### src/rtl/y86_instr_encoder_if.sv
// Instruction-in / byte-write-out bundle for the Y86-64 instruction encoder.
// The encoder binds to the slave modport; the loader driving it uses the master modport.
interface y86_instr_encoder_if #(
   parameter int n = 64
);
   logic [n-1:0] base_addr;
   logic         load_base;
   logic         in_valid;
   logic         in_ready;
   logic [3:0]   icode;
   logic [3:0]   ifun;
   logic [3:0]   rA;
   logic [3:0]   rB;
   logic [n-1:0] valC;
   logic         mem_wr_en;
   logic         mem_wr_ready;
   logic [n-1:0] mem_addr;
   logic [7:0]   mem_wr_data;
   logic [n-1:0] next_pc;
   logic         done;
   logic         err;

   modport slave (
      input  base_addr, load_base, in_valid, icode, ifun, rA, rB, valC, mem_wr_ready,
      output in_ready, mem_wr_en, mem_addr, mem_wr_data, next_pc, done, err
   );

   modport master (
      output base_addr, load_base, in_valid, icode, ifun, rA, rB, valC, mem_wr_ready,
      input  in_ready, mem_wr_en, mem_addr, mem_wr_data, next_pc, done, err
   );
endinterface

### src/rtl/y86_instr_encoder.sv
// Serializes one decoded Y86-64 instruction into memory bytes in fetch layout.
// Define ENC_STRICT_EN to also reject bad ifun / register fields at acceptance.
module y86_instr_encoder #(
   parameter int n = 64
) (
   input logic                 clk,
   input logic                 rst_n,
   y86_instr_encoder_if.slave  bus
);

   typedef enum logic {IDLE, EMIT} state_t;

   state_t       state;
   logic [n-1:0] wptr;
   logic [3:0]   idx;
   logic [3:0]   last_idx;
   logic [3:0]   icode_q;
   logic [3:0]   ifun_q;
   logic [3:0]   ra_q;
   logic [3:0]   rb_q;
   logic [n-1:0] valc_q;
   logic         in_ready_q;
   logic         done_q;
   logic         err_q;

   logic         accept_ok;
   logic         fields_ok;
   logic         has_reg;
   logic [3:0]   valc_idx;
   logic [7:0]   byte_sel;

   function automatic logic [3:0] last_index(input logic [3:0] ic);
      case (ic)
         4'h0, 4'h1, 4'h9:       return 4'd0;
         4'h2, 4'h6, 4'hA, 4'hB: return 4'd1;
         4'h7, 4'h8:             return 4'd8;
         4'h3, 4'h4, 4'h5:       return 4'd9;
         default:                return 4'd0;
      endcase
   endfunction

`ifdef ENC_STRICT_EN
   always_comb begin
      fields_ok = 1'b1;
      case (bus.icode)
         4'h2, 4'h7: fields_ok = (bus.ifun <= 4'd6);
         4'h6:       fields_ok = (bus.ifun <= 4'd3);
         default:    fields_ok = (bus.ifun == 4'd0);
      endcase
      if (bus.icode == 4'h3 && bus.rA != 4'hF)
         fields_ok = 1'b0;
      if ((bus.icode == 4'hA || bus.icode == 4'hB) && bus.rB != 4'hF)
         fields_ok = 1'b0;
   end
`else
   assign fields_ok = 1'b1;
`endif

   assign accept_ok = (bus.icode < 4'hC) && fields_ok;

   // valC starts right after the register byte when there is one, else after byte0.
   assign has_reg  = (icode_q inside {4'h2, 4'h3, 4'h4, 4'h5, 4'h6, 4'hA, 4'hB});
   assign valc_idx = idx - (has_reg ? 4'd2 : 4'd1);

   // NOTE: every signal driven in always_comb gets a default first so no latch is inferred.
   always_comb begin
      byte_sel = 8'h00;
      if (idx == 4'd0)
         byte_sel = {icode_q, ifun_q};
      else if (has_reg && idx == 4'd1)
         byte_sel = {ra_q, rb_q};
      else
         byte_sel = valc_q[{valc_idx[2:0], 3'b000} +: 8];
   end

   // NOTE: sequential state uses non-blocking assignments only, so every flop samples pre-edge values.
   always_ff @(posedge clk or negedge rst_n) begin
      if (!rst_n) begin
         state      <= IDLE;
         wptr       <= '0;
         idx        <= '0;
         last_idx   <= '0;
         icode_q    <= '0;
         ifun_q     <= '0;
         ra_q       <= '0;
         rb_q       <= '0;
         valc_q     <= '0;
         in_ready_q <= 1'b0;
         done_q     <= 1'b0;
         err_q      <= 1'b0;
      end else begin
         done_q <= 1'b0;
         err_q  <= 1'b0;
         case (state)
            IDLE: begin
               in_ready_q <= 1'b1;
               if (bus.load_base)
                  wptr <= bus.base_addr;
               if (bus.in_valid && in_ready_q) begin
                  if (accept_ok) begin
                     icode_q    <= bus.icode;
                     ifun_q     <= bus.ifun;
                     ra_q       <= bus.rA;
                     rb_q       <= bus.rB;
                     valc_q     <= bus.valC;
                     last_idx   <= last_index(bus.icode);
                     idx        <= 4'd0;
                     in_ready_q <= 1'b0;
                     state      <= EMIT;
                  end else begin
                     err_q <= 1'b1;
                  end
               end
            end
            EMIT: begin
               if (bus.mem_wr_ready) begin
                  wptr <= wptr + n'(1);
                  if (idx == last_idx) begin
                     state      <= IDLE;
                     done_q     <= 1'b1;
                     in_ready_q <= 1'b1;
                  end else begin
                     idx <= idx + 4'd1;
                  end
               end
            end
            default: state <= IDLE;
         endcase
      end
   end

   // Write address and data derive only from flops, so they hold steady under backpressure.
   assign bus.in_ready    = in_ready_q;
   assign bus.mem_wr_en   = (state == EMIT);
   assign bus.mem_addr    = wptr;
   assign bus.mem_wr_data = (state == EMIT) ? byte_sel : 8'h00;
   assign bus.next_pc     = wptr;
   assign bus.done        = done_q;
   assign bus.err         = err_q;

endmodule
### src/flat_wrapper.sv
// flat-port wrapper written by rule: the top's interface ports become plain ports
module y86_instr_encoder_flat 
#(
   parameter int n = 64
)
  (clk, rst_n, bus_base_addr, bus_load_base, bus_in_valid, bus_icode, bus_ifun, bus_rA, bus_rB, bus_valC, bus_mem_wr_ready, bus_in_ready, bus_mem_wr_en, bus_mem_addr, bus_mem_wr_data, bus_next_pc, bus_done, bus_err);
  y86_instr_encoder_if #(.n(n)) bus_i ();
  input logic clk;
  input logic rst_n;
  input wire logic [$bits(bus_i.base_addr)-1:0] bus_base_addr;
  input wire logic [$bits(bus_i.load_base)-1:0] bus_load_base;
  input wire logic [$bits(bus_i.in_valid)-1:0] bus_in_valid;
  input wire logic [$bits(bus_i.icode)-1:0] bus_icode;
  input wire logic [$bits(bus_i.ifun)-1:0] bus_ifun;
  input wire logic [$bits(bus_i.rA)-1:0] bus_rA;
  input wire logic [$bits(bus_i.rB)-1:0] bus_rB;
  input wire logic [$bits(bus_i.valC)-1:0] bus_valC;
  input wire logic [$bits(bus_i.mem_wr_ready)-1:0] bus_mem_wr_ready;
  output wire logic [$bits(bus_i.in_ready)-1:0] bus_in_ready;
  output wire logic [$bits(bus_i.mem_wr_en)-1:0] bus_mem_wr_en;
  output wire logic [$bits(bus_i.mem_addr)-1:0] bus_mem_addr;
  output wire logic [$bits(bus_i.mem_wr_data)-1:0] bus_mem_wr_data;
  output wire logic [$bits(bus_i.next_pc)-1:0] bus_next_pc;
  output wire logic [$bits(bus_i.done)-1:0] bus_done;
  output wire logic [$bits(bus_i.err)-1:0] bus_err;
  assign bus_i.base_addr = bus_base_addr;
  assign bus_i.load_base = bus_load_base;
  assign bus_i.in_valid = bus_in_valid;
  assign bus_i.icode = bus_icode;
  assign bus_i.ifun = bus_ifun;
  assign bus_i.rA = bus_rA;
  assign bus_i.rB = bus_rB;
  assign bus_i.valC = bus_valC;
  assign bus_i.mem_wr_ready = bus_mem_wr_ready;
  assign bus_in_ready = bus_i.in_ready;
  assign bus_mem_wr_en = bus_i.mem_wr_en;
  assign bus_mem_addr = bus_i.mem_addr;
  assign bus_mem_wr_data = bus_i.mem_wr_data;
  assign bus_next_pc = bus_i.next_pc;
  assign bus_done = bus_i.done;
  assign bus_err = bus_i.err;
  y86_instr_encoder #(.n(n)) u_core (.clk(clk), .rst_n(rst_n), .bus(bus_i));
endmodule
### config.mk
export PLATFORM = sky130hd
export DESIGN_NAME = y86_instr_encoder_flat
export DESIGN_NICKNAME = d
export VERILOG_FILES = /design/src/rtl/y86_instr_encoder_if.sv /design/src/rtl/y86_instr_encoder.sv /design/src/flat_wrapper.sv
export SDC_FILE = /design/constraint.sdc
export NUM_CORES = 1
export LEC_CHECK = 0
export CORE_MARGIN = 2
export CORE_UTILIZATION = 30
export CTS_BUF_LIST = sky130_fd_sc_hd__clkbuf_8
export DETAILED_ROUTE_END_ITERATION = 8
export PLACE_DENSITY_LB_ADDON = 0.15
export SLEW_MARGIN = 20
export SYNTH_ARGS = -nofsm -noshare
export SYNTH_HDL_FRONTEND = slang
export SYNTH_SLANG_ARGS = --single-unit
### constraint.sdc
create_clock -name clk -period 5.4 [get_ports clk]
set_input_delay 0.54 -clock clk [delete_from_list [all_inputs] [get_ports clk]]
set_output_delay 0.54 -clock clk [all_outputs]
set_load 0.05 [all_outputs]
# Yosys cells after proc, flatten, opt, wreduce, memory -nomap -nowiden
# Memory sizes are Yosys's and may differ from the RTL's. A register that Yosys moved wholly into a read port is not among the register bits.
# Cells that the tools add are included.
[totals]
register_bits = 156
latchBits = 0
ram_bits = 0
rom_bits = 32
n_memories = 1
[classes]
addsub = 3
n_mul = 0
div = 0
magnitude_cmp = 1
n_eq_ne = 15
shift = 1
n_mux = 27
n_bitwise = 1
n_reduce_logical = 9
[memory_table]
columns = ["memory", "depth", "width", "read_ports", "rd_clocked_by_memory_dff", "write_ports", "line_no", "text"]
rows = [
  ["(no name shown)", 16, 2, 1, 1, 0, "y86_instr_encoder.sv:33", "case (ic)"],
]
[op_table]
columns = ["cell", "n"]
rows = [
  ["64-bit two-way mux", 2],
  ["64-bit case mux with 2 select lines", 1],
  ["64-bit by 1-bit adder with 64-bit output (second input constant)", 1],
  ["64-bit by 7-bit indexed part select with 8-bit output", 1],
  ["8-bit two-way mux", 3],
  ["4-bit two-way mux", 4],
  ["1-bit two-way mux", 13],
  ["4-bit by 3-bit equality test with 1-bit output (second input constant)", 3],
  ["4-bit by 2-bit equality test with 1-bit output (second input constant)", 2],
  ["4-bit equality test (second input constant)", 2],
  ["2-bit inequality test (second input constant)", 4],
  ["4-bit case mux with 2 select lines", 1],
  ["7-bit nonzero test", 1],
  ["4-bit by 1-bit adder with 4-bit output (second input constant)", 1],
  ["4-bit by 1-bit equality test with 1-bit output (second input constant)", 1],
  ["4-bit equality test", 1],
  ["4-bit zero test", 1],
  ["4-bit < comparator (second input constant)", 1],
  ["2-bit by 1-bit inequality test with 1-bit output (second input constant)", 2],
  ["1-bit case mux with 2 select lines", 2],
  ["2-bit AND reduction", 2],
  ["4-bit AND reduction", 1],
  ["3-bit AND reduction", 1],
  ["3-bit subtractor", 1],
  ["other kinds (4)", 5],
]

# Logic depth before layout (Yosys ltp)
[depth]
word_depth = 8
depth_mapped = 11

# Worst setup path after synthesis
# OpenSTA, ideal clock, no wires.
[synth_path]
kind = "register to output"
from = "register u_core.icode_q[1]"
to = "output port bus_mem_wr_data[5]"
arrival_ns = 3.504
t_required_ns = 4.860
setup_slack_ns = 1.356
path_stages_with_launch = 12
path_buffers = 2
path_cell_list = "dfrtp_1 -> a21oi_1 -> mux2i_1 -> ha_1 -> inv_1 -> fa_1 -> buf_1 -> clkbuf_1 -> mux4_2 -> mux2_2 -> mux2i_1 -> o21ai_0"
[synth_via]
elab_chain_len = 8
word_cells_on_any_way = 15
classes_between = "add/sub: 1; eq/ne: 7; shift: 1; mux: 4; reduce/logical: 2"
[synth_lines]
columns = ["item", "line_no", "text"]
rows = [
  ["start: declaration", "y86_instr_encoder.sv:17", "logic [3:0] icode_q;"],
  ["start signal: assignment", "y86_instr_encoder.sv:101", "icode_q <= bus.icode;"],
  ["4-bit by 2-bit equality test with 1-bit output, or another cell as far along", "y86_instr_encoder.sv:62", "assign has_reg = (icode_q inside {4'h2, 4'h3, 4'h4, 4'h5, 4'h6, 4'hA, 4'hB});"],
  ["7-bit nonzero test", "y86_instr_encoder.sv:62", ""],
  ["2-bit two-way mux", "y86_instr_encoder.sv:63", "assign valc_idx = idx - (has_reg ? 4'd2 : 4'd1);"],
  ["3-bit subtractor", "y86_instr_encoder.sv:63", ""],
  ["64-bit by 7-bit indexed part select with 8-bit output", "y86_instr_encoder.sv:73", "byte_sel = valc_q[{valc_idx[2:0], 3'b000} +: 8];"],
  ["8-bit two-way mux", "y86_instr_encoder.sv:70", "else if (has_reg && idx == 4'd1)"],
  ["8-bit two-way mux (*)", "y86_instr_encoder.sv:68", "if (idx == 4'd0)"],
  ["8-bit two-way mux (*)", "y86_instr_encoder.sv:136", "assign bus.mem_wr_data = (state == EMIT) ? byte_sel : 8'h00;"],
  ["end: declaration", "flat_wrapper.sv:22", "output wire logic [$bits(bus_i.mem_wr_data)-1:0] bus_mem_wr_data;"],
]
# Mark *: on every way between the ends. The rest lies on a longest branch, timed or not.

# Worst setup path in the final report
[layout_path]
from = "register u_core.icode_q[0]"
to = "output port bus_mem_wr_data[4]"
# Same word-level chain as after synthesis.

==> metrics <==
status completed; Hold Crit Class input port to async pin; Post-CTS Resized 0; vias 8653; ys async rst share 1.000; syn_nets 1241; CP max-delay cell fa_1; DR DRC count 0; normalized max-slew margin 0.3819; Final Hold Viols 0; Fillers 3114; Worst Path Arrival 4.17 ns; DR pass1 iterations 5; Clock Skews 0.02384 ns; gpl congestion 0.7964; initial drt markers 500; vias in the first global route 8473; Setup WS pre-CTS 1.233 ns; Data required, critical path 4.86 ns; fin nets 1429; Setup CP Type flop to output port; largest area contributor in the netlist dfrtp_1; sequential fraction of the synthesis area 0.4137; synth top area cells dfrtp_1, nand2_1, buf_4, a211oi_1, mux4_2; Post-CTS Hold Buffers 0; post-DP HPWL 24.28 mm; share of cells above drive strength 1 0.05983; most common flop cell mapped by yosys dfrtp_1; worst hold margin 0.05226 ns; leakage power 5.026 nW; Fin Setup TNS 0 ns; H-Tree Depth 4; most frequent cell after synthesis nand2_1; RSZ-0062 raised after global routing false; Die X 180.2 µm; crit-path most repeated cell mux2i_1; final WL 32.62 mm; Sw Ratio 0.5423; Core Area 0.03059 mm²; Layout Cells excl Fill 1684; Fmax 212.3 MHz; Remaining Overflow, GRT 0; post-layout min period 4.711 ns; combinational fraction of design power 0.618; Syn. warnings 0; Clock power frac 0.098; total CTS buffers 17; clock root cell clkbuf_8; VDD IR max 0.4117 mV; Worst-Margin Slew 0.9271 ns; final slew viol count 0; worst path cell trace a21oi_1, mux2i_1, ha_1, inv_1, fa_1, mux4_2, mux2_2, mux2i_1, o21ai_0, clkdlybuf4s50_1; Synth top cells by count nand2_1, dfrtp_1, buf_4, clkbuf_1, a211oi_1; WL/cell 19.37 µm; clk buf depth 2; Final ANT Viol Nets 0; Startpoint Class flop; sum of buffers and inverters on the critical path 2; setup ws final 0.6895 ns; cell total after placement 1651; Cell Int Power 4.218 mW; Reg power frac 0.284; Synth Area per Inst 8.578 µm²; Crit path largest cell delay 0.96 ns; CTS tree done; number of synthesized flops with an enable pin 0; die height 180.2 µm; number of synthesized register bits 154; Post-Syn Instances 1086; Ports 289; post-CTS setup buffers 0; crit-path leading delay family adder cells; Crit. End Element output port; largest net degree at the start of global routing 78; Final setup viols 0; Max Cap Viol 0; DIE AREA 0.03248 mm²; Util after Layout 0.4069; antenna violations before repair 3; initial core utilization 0.3045; clock sinks 154; GRT Util Overall 0.1984; Unique masters post-synth 52; quantity of I/O buffers inserted on ports 288; DR vias/cell 5.138; Clock Pin Slew Worst Setup and Hold Paths 0.11 ns; synthesized area 0.009315 mm²; PwrDens 740.4 mW/mm²; NetSw 4.998 mW; num rows 64; maximum fanout along the worst path 16; share of the synthesized area in the top cell type 0.4137; Final Cycle Share 0.8723; first-pass GRT wire length 50.41 mm; P&R area growth vs syn 33.62%; Worst-Skew Late Latency 0.47 ns
flip-flops by register name, summed over array words and instances, names as in the netlist:
name,count
u_core.bus.done,1
u_core.bus.err,1
u_core.bus.in_ready,1
u_core.bus.mem_addr,64
u_core.bus.mem_wr_en,1
u_core.icode_q,4
u_core.idx,4
u_core.ifun_q,4
u_core.last_idx,2
u_core.ra_q,4
u_core.rb_q,4
u_core.valc_q,64
cell usage in the layout (no fill, tap or decap), types with 10 or more instances in the layout:
master / count
mux4_2: 16
or4_1: 14
a21oi_1: 33
nor4_1: 14
o31ai_1: 11
nor2_1: 41
nand4_1: 41
dfrtp_1: 153
nor2b_1: 46
mux2i_1: 19
nand3_1: 43
xnor2_1: 19
clkbuf_8: 17
nor3_1: 22
a211oi_1: 51
mux2_2: 10
clkdlybuf4s50_1: 286
or3_1: 10
nand2_1: 289
and3_1: 12
o21ai_0: 26
a31oi_1: 19
xor2_1: 18
worst register-to-register path: stages, from the launching register on:
cell,delay (ns)
dfrtp_4,0.66
inv_1,0.52
nand3_1,0.36
a21oi_4,0.74
buf_4,0.55
nand2_1,0.17
nand2_1,0.08
routing by layer:
layer | share of wire | GRT usage | vias up
li1 | - | - | 4143
met1 | 0.43 | 0.2545 | 4168
met2 | 0.50 | 0.3423 | 299
met3 | 0.054 | 0.03759 | 39
met4 | 0.016 | 0.05258 | 4
met5 | 0.00083 | 0 | -
stage by stage:
step	power [mW]	cell area, µm²
6_report	9.216	12450
5_1_grt	9.777	12440
4_1_cts	9.291	12440
3_5_place_dp	8.365	12040
3_3_place_gp	8.301	12040
2_1_floorplan	6.682	9315
final cells by class:
class	count	area, µm²	area share
Multi-Input combinational cell	796	4710	0.3784
Sequential cell	154	3857	0.3099
Timing Repair Buffer	296	2942	0.2363
Tap cell	396	495.5	0.03981
Clock buffer	17	234.0	0.01880
Clock inverter	15	172.7	0.01387
Inverter	9	33.78	0.002714
Antenna cell	1	2.502	0.0002010
cells by family (layout without fill, tap and decap cells):
logic type,count (synthesis),count (layout),synth area share
AND/OR/NAND/NOR,551,551,0.2802
adder cells (fa/ha/maj),6,6,0.008865
flip-flops,154,154,0.4137
buffers and inverters,136,337,0.08193
AO/OA/AOI/OAI,157,157,0.1093
XOR/XNOR,37,37,0.03479
other,0,1,0
multiplexers,45,45,0.07119
power groups by stage:
stage               clock, mW  combinational (mW)  sequential [mW]
floorplan                   0                3.61             3.07
global placement            0                5.66             2.64
detailed placement          0                5.72             2.65
CTS                     0.929                5.73             2.63
global route            0.974                6.08             2.72
finish                  0.901                5.69             2.62
final timing paths:
kind / start / to / slack [ns] / depth (start not counted)
setup / recovery: u_core.icode_q[0] / bus_mem_wr_data[4] / 0.69 / 10
min in group clk: u_core.valc_q[17] / u_core.valc_q[17] / 0.49 / 2
hold / removal: rst_n / u_core.bus.mem_addr[14] / 0.05 / 1
max in group asynchronous: rst_n / u_core.bus.mem_wr_en / 4.13 / 2
setup reg to reg: u_core.bus.mem_wr_en / u_core.valc_q[31] / 2.27 / 6
hold reg to reg: u_core.valc_q[17] / u_core.valc_q[17] / 0.49 / 2
(Power assumes the default switching activity.)
